**src/rtl/serv_wb_bridge.sv**
```systemverilog
// Joins the SERV ibus and dbus masters onto one Wishbone port (no byte select).
// Arbitrates with dbus priority and turns sub-word stores into read-merge-write.
module serv_wb_bridge #(
  parameter int unsigned TIMEOUT_CYCLES = 1024,
  parameter logic [31:0] ERR_DATA       = 32'h0000_0000
) (
  input  logic        clk,
  input  logic        rst_n,
  input  logic [31:0] i_ibus_adr,
  input  logic        i_ibus_cyc,
  output logic [31:0] o_ibus_rdt,
  output logic        o_ibus_ack,
  input  logic [31:0] i_dbus_adr,
  input  logic [31:0] i_dbus_dat,
  input  logic [3:0]  i_dbus_sel,
  input  logic        i_dbus_we,
  input  logic        i_dbus_cyc,
  output logic [31:0] o_dbus_rdt,
  output logic        o_dbus_ack,
  output logic        o_core_cyc,
  output logic        o_core_stb,
  output logic        o_core_we,
  output logic [31:0] o_core_addr,
  output logic [31:0] o_core_data,
  input  logic [31:0] i_core_data,
  input  logic        i_core_ack,
  output logic        o_timeout
);

  localparam int unsigned   CNT_W   = (TIMEOUT_CYCLES > 0) ? $clog2(TIMEOUT_CYCLES + 1) : 1;
  localparam logic [CNT_W-1:0] CNT_MAX = CNT_W'(TIMEOUT_CYCLES);
  localparam bit            TMO_EN  = (TIMEOUT_CYCLES != 0);

  typedef enum logic [2:0] {
    S_IDLE, S_IBUS, S_DRD, S_DWR, S_RMW_RD, S_RMW_MRG, S_RMW_WR, S_DONE
  } state_t;

  state_t           r_state,    w_state_nxt;
  logic             r_cyc,      w_cyc_nxt;
  logic             r_we,       w_we_nxt;
  logic [31:0]      r_addr,     w_addr_nxt;
  logic [31:0]      r_wdat,     w_wdat_nxt;
  logic [3:0]       r_sel,      w_sel_nxt;
  logic [31:0]      r_ibus_rdt, w_ibus_rdt_nxt;
  logic [31:0]      r_dbus_rdt, w_dbus_rdt_nxt;
  logic             r_ibus_ack, w_ibus_ack_nxt;
  logic             r_dbus_ack, w_dbus_ack_nxt;
  logic             r_timeout,  w_timeout_nxt;
  logic [CNT_W-1:0] r_cnt,      w_cnt_nxt;

  logic [CNT_W-1:0] w_cnt_inc;
  logic             w_expired;
  logic [31:0]      w_mask;
  logic [31:0]      w_merged;
  logic             w_unused;

  // Word addressing discards the byte offset bits
  assign w_unused  = ^{i_ibus_adr[1:0], i_dbus_adr[1:0]};

  assign w_mask    = {{8{r_sel[3]}}, {8{r_sel[2]}}, {8{r_sel[1]}}, {8{r_sel[0]}}};
  assign w_merged  = (i_core_data & ~w_mask) | (r_wdat & w_mask);
  assign w_cnt_inc = r_cnt + CNT_W'(1);
  assign w_expired = TMO_EN && r_cyc && !i_core_ack && (w_cnt_inc == CNT_MAX);

  always_ff @(posedge clk or negedge rst_n) begin
    if (!rst_n) begin
      r_state    <= S_IDLE;
      r_cyc      <= 1'b0;
      r_we       <= 1'b0;
      r_addr     <= '0;
      r_wdat     <= '0;
      r_sel      <= '0;
      r_ibus_rdt <= '0;
      r_dbus_rdt <= '0;
      r_ibus_ack <= 1'b0;
      r_dbus_ack <= 1'b0;
      r_timeout  <= 1'b0;
      r_cnt      <= '0;
    end else begin
      r_state    <= w_state_nxt;
      r_cyc      <= w_cyc_nxt;
      r_we       <= w_we_nxt;
      r_addr     <= w_addr_nxt;
      r_wdat     <= w_wdat_nxt;
      r_sel      <= w_sel_nxt;
      r_ibus_rdt <= w_ibus_rdt_nxt;
      r_dbus_rdt <= w_dbus_rdt_nxt;
      r_ibus_ack <= w_ibus_ack_nxt;
      r_dbus_ack <= w_dbus_ack_nxt;
      r_timeout  <= w_timeout_nxt;
      r_cnt      <= w_cnt_nxt;
    end
  end

  always_comb begin
    w_state_nxt    = r_state;
    w_cyc_nxt      = r_cyc;
    w_we_nxt       = r_we;
    w_addr_nxt     = r_addr;
    w_wdat_nxt     = r_wdat;
    w_sel_nxt      = r_sel;
    w_ibus_rdt_nxt = r_ibus_rdt;
    w_dbus_rdt_nxt = r_dbus_rdt;
    w_ibus_ack_nxt = 1'b0;
    w_dbus_ack_nxt = 1'b0;
    w_timeout_nxt  = 1'b0;
    w_cnt_nxt      = r_cnt;
    if (r_cyc && TMO_EN) w_cnt_nxt = w_cnt_inc;

    case (r_state)
      S_IDLE: begin
        w_cnt_nxt = '0;
        if (i_dbus_cyc) begin
          w_addr_nxt = {i_dbus_adr[31:2], 2'b00};
          w_wdat_nxt = i_dbus_dat;
          w_sel_nxt  = i_dbus_sel;
          if (!i_dbus_we) begin
            w_state_nxt = S_DRD;
            w_cyc_nxt   = 1'b1;
            w_we_nxt    = 1'b0;
          end else if (i_dbus_sel == 4'hF) begin
            w_state_nxt = S_DWR;
            w_cyc_nxt   = 1'b1;
            w_we_nxt    = 1'b1;
          end else if (i_dbus_sel == 4'h0) begin
            w_state_nxt    = S_DONE;
            w_dbus_ack_nxt = 1'b1;
          end else begin
            w_state_nxt = S_RMW_RD;
            w_cyc_nxt   = 1'b1;
            w_we_nxt    = 1'b0;
          end
        end else if (i_ibus_cyc) begin
          w_addr_nxt  = {i_ibus_adr[31:2], 2'b00};
          w_state_nxt = S_IBUS;
          w_cyc_nxt   = 1'b1;
          w_we_nxt    = 1'b0;
        end
      end
      S_IBUS: if (i_core_ack) begin
        w_cyc_nxt      = 1'b0;
        w_ibus_rdt_nxt = i_core_data;
        w_ibus_ack_nxt = 1'b1;
        w_state_nxt    = S_DONE;
      end
      S_DRD: if (i_core_ack) begin
        w_cyc_nxt      = 1'b0;
        w_dbus_rdt_nxt = i_core_data;
        w_dbus_ack_nxt = 1'b1;
        w_state_nxt    = S_DONE;
      end
      S_DWR, S_RMW_WR: if (i_core_ack) begin
        w_cyc_nxt      = 1'b0;
        w_dbus_ack_nxt = 1'b1;
        w_state_nxt    = S_DONE;
      end
      S_RMW_RD: if (i_core_ack) begin
        w_cyc_nxt   = 1'b0;
        w_wdat_nxt  = w_merged;
        w_state_nxt = S_RMW_MRG;
      end
      S_RMW_MRG: begin
        w_cnt_nxt   = '0;
        w_cyc_nxt   = 1'b1;
        w_we_nxt    = 1'b1;
        w_state_nxt = S_RMW_WR;
      end
      S_DONE:  w_state_nxt = S_IDLE;
      default: w_state_nxt = S_IDLE;
    endcase

    // Abort: the owning master still gets its ack, carrying ERR_DATA
    if (w_expired) begin
      w_cyc_nxt     = 1'b0;
      w_timeout_nxt = 1'b1;
      w_state_nxt   = S_DONE;
      if (r_state == S_IBUS) begin
        w_ibus_rdt_nxt = ERR_DATA;
        w_ibus_ack_nxt = 1'b1;
      end else begin
        w_dbus_rdt_nxt = ERR_DATA;
        w_dbus_ack_nxt = 1'b1;
      end
    end
  end

  assign o_core_cyc  = r_cyc;
  assign o_core_stb  = r_cyc;
  assign o_core_we   = r_we;
  assign o_core_addr = r_addr;
  assign o_core_data = r_wdat;
  assign o_ibus_rdt  = r_ibus_rdt;
  assign o_ibus_ack  = r_ibus_ack;
  assign o_dbus_rdt  = r_dbus_rdt;
  assign o_dbus_ack  = r_dbus_ack;
  assign o_timeout   = r_timeout;

endmodule

```
**config.mk**
```make
export PLATFORM = sky130hd
export DESIGN_NAME = serv_wb_bridge
export DESIGN_NICKNAME = d
export VERILOG_FILES = /design/src/rtl/serv_wb_bridge.sv
export SDC_FILE = /design/constraint.sdc
export NUM_CORES = 1
export LEC_CHECK = 0
export CAP_MARGIN = 20
export CORE_MARGIN = 4
export CORE_UTILIZATION = 40
export CTS_CLUSTER_DIAMETER = 100
export DETAILED_ROUTE_END_ITERATION = 12
export GPL_TIMING_DRIVEN = 0
export PLACE_DENSITY = 0.86
export SKIP_CTS_REPAIR_TIMING = 1
export SYNTH_ARGS = -nofsm -noshare
export SYNTH_HDL_FRONTEND = slang
export SYNTH_SLANG_ARGS = --single-unit
```
**constraint.sdc**
```tcl
create_clock -name clk -period 2.8 [get_ports clk]
set_input_delay 0.28 -clock clk [delete_from_list [all_inputs] [get_ports clk]]
set_output_delay 0.28 -clock clk [all_outputs]
set_load 0.1 [all_outputs]
```
==> flow_summary.yaml, run 1 <==
timing:
  rsz0062_at_grt: "no"
  hold_viol_final: 0
  worst_pin_slew_ns: 1.03
  final.setup_skew_ns: 0.00759
  fmax_ghz: 0.422
  period_minus_slack_ns: 2.37
  slew_headroom: 0.311
  period_share: 0.847
  fin_worst_hold_slack_ns: 0.228
  setup_viol: 0
  maxSlewViolCount: 0
finish:
  instances_no_fill: 1162
  insertedDiodeCount: 0
  nets: 1070
  final_common_cell: "clkdlybuf4s50_1"
  final.fill_count: 1380
  stdcell_area_um2: 10400
  layout_common_cells: "clkdlybuf4s50_1, dfrtp_1, nor2_1"
  final_core_util: 0.624
  syn_to_final_growth_pct: 51.5
  drive_gt1_frac: 0.108
floorplanning:
  num_rows: 47
  core_region_area_um2: 16700
  io_pins: 272
  start_util: 0.412
  fp.dieH_um: 139
  die-area_um2: 19300
  die_w_um: 139
global_route:
  top_usage_layer: "met2"
  grt_util_met3: 0.0828
  antenna_found_initial: 0
  grt_pass1_vias: 6078
  grt_util_met2: 0.355
  grtUsageMet1: 0.264
  grtUsageTotal: 0.216
  overflow: 0
  grt_max_degree: 86
  grt_pass1_wl_um: 33400
detailed_routing:
  routed_wl_um: 20700
  firstDrtPassIters: 4
  via_count: 5858
  route.detailed.wl_per_inst_um: 17.9
  antenna_left: 0
  viasPerCell: 5.04
  drt-initial-drc-count: 252
  drc: 0
synth:
  synthFlopType: "dfrtp_1"
  syn_area_per_cell_um2: 10.7
  synth_cell_types: 52
  synth-edff-count: 0
  yosys_register_bits: 149
  syn-cell-area_um2: 6870
  yosysWarnings: 0
  syn-instance-count: 644
  ys_seq_area_frac: 0.542
  ys_async_sr_fraction: 1.00
cts:
  path_clk_slew_ns: 0.06
  cts_root_buf: "clkbuf_16"
  worstSkewPairLatency_ns: 0.42
  cts_tree: "done"
  cts_num_sinks: 149
  htree_levels: 4
  clk_path_buf_depth: 2
  tritoncts.num_buffers: 17
worst_setup_path:
  reg2reg_slack_ns: 0.43
  cp_max_fo: 10
  criticalPathCategory: "flip-flop to flip-flop"
  cp-start-kind: "flip-flop"
  required_ns: 3.10
  arrival_ns: 2.67
  cp-end-kind: "flip-flop"
hold_path:
  hp-class: "input port to flip-flop"
flow_run:
  maxCapViolCount: 0
outcome:
  status: "finished clean"
placed_design:
  place.gp.congestion: 0.853
  dp_hpwl_um: 15700
  dpl_cell_area_um2: 9820
  place_inst: 1130
  portBuffers: 264
final timing paths:
check	start	end	depth (start not counted)
min in group asynchronous	rst_n	o_ibus_rdt[7]	2
min reg2reg	o_ibus_rdt[12]	o_ibus_rdt[12]	2
max in group asynchronous	rst_n	o_core_addr[19]	3
max	r_cnt[0]	o_ibus_rdt[28]	8
max reg2reg	r_cnt[0]	o_ibus_rdt[28]	8
min	i_core_ack	o_ibus_ack	2
area by class of cell:
type / instances / area, um2 / share of cell area
plain buffers: 47 / 253 / 0.0243
clock buffers: 19 / 453 / 0.0435
clock inverters: 12 / 130 / 0.0125
inverters: 3 / 11.3 / 0.00108
multi-input cells: 446 / 2890 / 0.277
flip-flops and latches: 149 / 3730 / 0.358
well taps: 220 / 275 / 0.0264
repair buffers: 266 / 2680 / 0.257
routing by layer:
metal	part of all wire	wire length, um	vias up
li1	-	-	2800
met1	0.41	8540	2788
met2	0.48	10000	244
met3	0.086	1790	26
met4	0.018	368	0
met5	0	0	-
worst max-delay path, cell delays in order, from the launching register on:
cell,delay (ns)
dfrtp_1,0.42
ha_1,0.30
and4_2,0.27
nand4_1,0.11
a22oi_1,0.24
and4_1,0.21
clkbuf_1,0.30
buf_2,0.32
nor2_1,0.08
cells by family after synthesis:
group	synth area share
and+or+nand+nor	0.144
DFF	0.542
AOI/OAI and AO/OA	0.101
muxes	0.153
buffers and inverters	0.0384
xor gates and xnor gates	0.0166
adders and majority gates	0.00364
other	0.000546
Yosys cell counts (all sizes together), types with 3 or more instances:
| library cell | count | share of area |
|---|---|---|
| nand2b | 5 | 0.0046 |
| a21oi | 65 | 0.047 |
| and3 | 4 | 0.0036 |
| clkbuf | 20 | 0.011 |
| dfrtp | 149 | 0.54 |
| or2 | 4 | 0.0036 |
| a21boi | 4 | 0.0044 |
| xor2 | 8 | 0.010 |
| nor2 | 148 | 0.092 |
| o22ai | 33 | 0.030 |
| mux2i | 98 | 0.14 |
| nand4 | 4 | 0.0036 |
| nor3 | 4 | 0.0044 |
| nand3 | 6 | 0.0044 |
| and4 | 5 | 0.0073 |
| nand2 | 12 | 0.0066 |
| and2 | 5 | 0.0047 |
| inv | 3 | 0.0016 |
| buf | 27 | 0.026 |
| o21ai | 6 | 0.0044 |
| mux2 | 6 | 0.010 |
| xnor2 | 5 | 0.0064 |
per-stage QoR:
stage	setup slack (ns)	TNS [ns]
2_1_floorplan	0.375	0
3_3_place_gp	-4.59	-680.98
3_5_place_dp	0.270	0
4_1_cts	0.415	0
5_1_grt	0.211	0
6_report	0.428	0
Power of run 1 is not shown: default switching activity piles up to over one toggle a cycle in this logic, so the estimate is an artifact.
==> run 2, diff against run 1 <==
==> constraint.sdc (replaced) <==
create_clock -name clk -period 2.5 [get_ports clk]
set_input_delay 0.25 -clock clk [delete_from_list [all_inputs] [get_ports clk]]
set_output_delay 0.25 -clock clk [all_outputs]
set_load 0.1 [all_outputs]
==> run 2 against run 1 <==
Net effect:
- register-to-register slack lost 0.26 ns
- worst setup slack worse by 0.26 ns
- first-iteration DRC count decreased by 2.0%
- critical path type unchanged
- critical endpoint is now o_dbus_rdt[28]
- largest cell class unchanged
==> flow_summary.yaml, run 2 (synthesis results as in run 1) <==
outcome:
  status: "finished clean"
cts:
  clk_path_buf_depth: 2
  worstSkewPairLatency_ns: 0.42
  cts_root_buf: "clkbuf_16"
  cts_tree: "done"
  cts_num_sinks: 149
  path_clk_slew_ns: 0.06
  htree_levels: 4
  tritoncts.num_buffers: 17
global_route:
  antenna_found_initial: 0
  grtUsageTotal: 0.216
  grt_pass1_vias: 6078
  overflow: 0
  grt_max_degree: 86
  grt_pass1_wl_um: 33400
timing:
  final.setup_skew_ns: 0.00738
  period_minus_slack_ns: 2.33
  fmax_ghz: 0.429
  period_share: 0.933
  slew_headroom: 0.311
  rsz0062_at_grt: "no"
  setup_viol: 0
  hold_viol_final: 0
  worst_pin_slew_ns: 1.03
  maxSlewViolCount: 0
hold_path:
  hp-class: "input port to flip-flop"
finish:
  syn_to_final_growth_pct: 51.5
  insertedDiodeCount: 0
  regArea_um2: 3730
  multi_input_area_um2: 2890
  final.fill_count: 1382
  nets: 1069
  drive_gt1_frac: 0.108
  final_core_util: 0.624
  final_common_cell: "clkdlybuf4s50_1"
  layout_common_cells: "clkdlybuf4s50_1, dfrtp_1, nor2_1"
  stdcell_area_um2: 10400
worst_setup_path:
  crit_chain: "ha_1 -> and4_2 -> nand4_1 -> a22o_1 -> nor4_4 -> buf_6 -> nor2_2"
  crit_slowest_cell: "nor4_4"
  cp-start-kind: "flip-flop"
  crit_cells: 7
  endpoint: "o_dbus_rdt[28]"
  reg2reg_slack_ns: 0.17
  cp_num_buf_inv: 1
  cp_max_fo: 10
  required_ns: 2.81
  criticalPathCategory: "flip-flop to flip-flop"
  cp-end-kind: "flip-flop"
  arrival_ns: 2.64
  timing.rr.start: "r_cnt[0]"
  rr_endpoint: "o_dbus_rdt[28]"
  cp-startpoint: "r_cnt[0]"
  worstRegToRegCells: 7
  cp_top_family: "simple AND/OR/NAND/NOR gates"
  cpPeakStageDelay_ns: 0.53
floorplanning:
  die-area_um2: 19300
  io_pins: 272
  fp.dieH_um: 139
  start_util: 0.412
  num_rows: 47
  die_w_um: 139
  core_region_area_um2: 16700
flow_run:
  maxCapViolCount: 0
detailed_routing:
  routed_wl_um: 20700
  route.detailed.wl_per_inst_um: 17.8
  viasPerCell: 5.04
  firstDrtPassIters: 4
  drc: 0
  drt-initial-drc-count: 247
  via_count: 5851
  antenna_left: 0
placed_design:
  dpl_cell_area_um2: 9820
  portBuffers: 264
  dp_hpwl_um: 15700
  place.gp.congestion: 0.853
==> run 2: through the flow <==
| step | instances | TNS [ns] | setup slack [ns] | hold slack, ns |
|---|---|---|---|---|
| after global routing | 1161 | 0 | 0.0101 | 0.216 |
| final | 1161 | 0 | 0.168 | 0.199 |
| after detailed placement | 1130 | -0.0000289 | -0.0000289 | 0.372 |
| after CTS | 1161 | 0 | 0.115 | -0.0738 |
| after floorplan | 645 | 0 | 0.0754 | -0.0456 |
| after global placement | 1129 | -721.21 | -4.86 | 0.500 |
==> run 2: layer usage <==
layer  share of wire  GRT usage  wire [um]  vias to the layer above
met5               0          0          0                        -
met4           0.018     0.0700        374                        0
met3           0.088     0.0828       1830                       28
met2            0.49      0.355      10100                      240
met1            0.41      0.264       8460                     2782
li1                -          -          -                     2801
==> run 2: worst min-delay path by stage <==
stage / startpoint / to / cells past startpoint
6_report: i_core_ack / o_ibus_ack / 2
5_1_grt: i_core_ack / o_ibus_ack / 2
4_1_cts: rst_n / o_ibus_rdt[7] / 1
3_5_place_dp: rst_n / o_ibus_rdt[7] / 1
3_3_place_gp: o_dbus_rdt[31] / o_dbus_rdt[31] / 2
2_1_floorplan: rst_n / asynchronous set/reset pin / 0
==> run 2: area by class of cell <==
class | instances | share of cell area
Tap cell | 220 | 0.0264
Buffer | 46 | 0.0239
Sequential cell | 149 | 0.358
Clock inverter | 12 | 0.0125
Multi-Input combinational cell | 446 | 0.277
Timing Repair Buffer | 266 | 0.257
Clock buffer | 19 | 0.0435
Inverter | 3 | 0.00108
Power of run 2 is left out for the same reason.
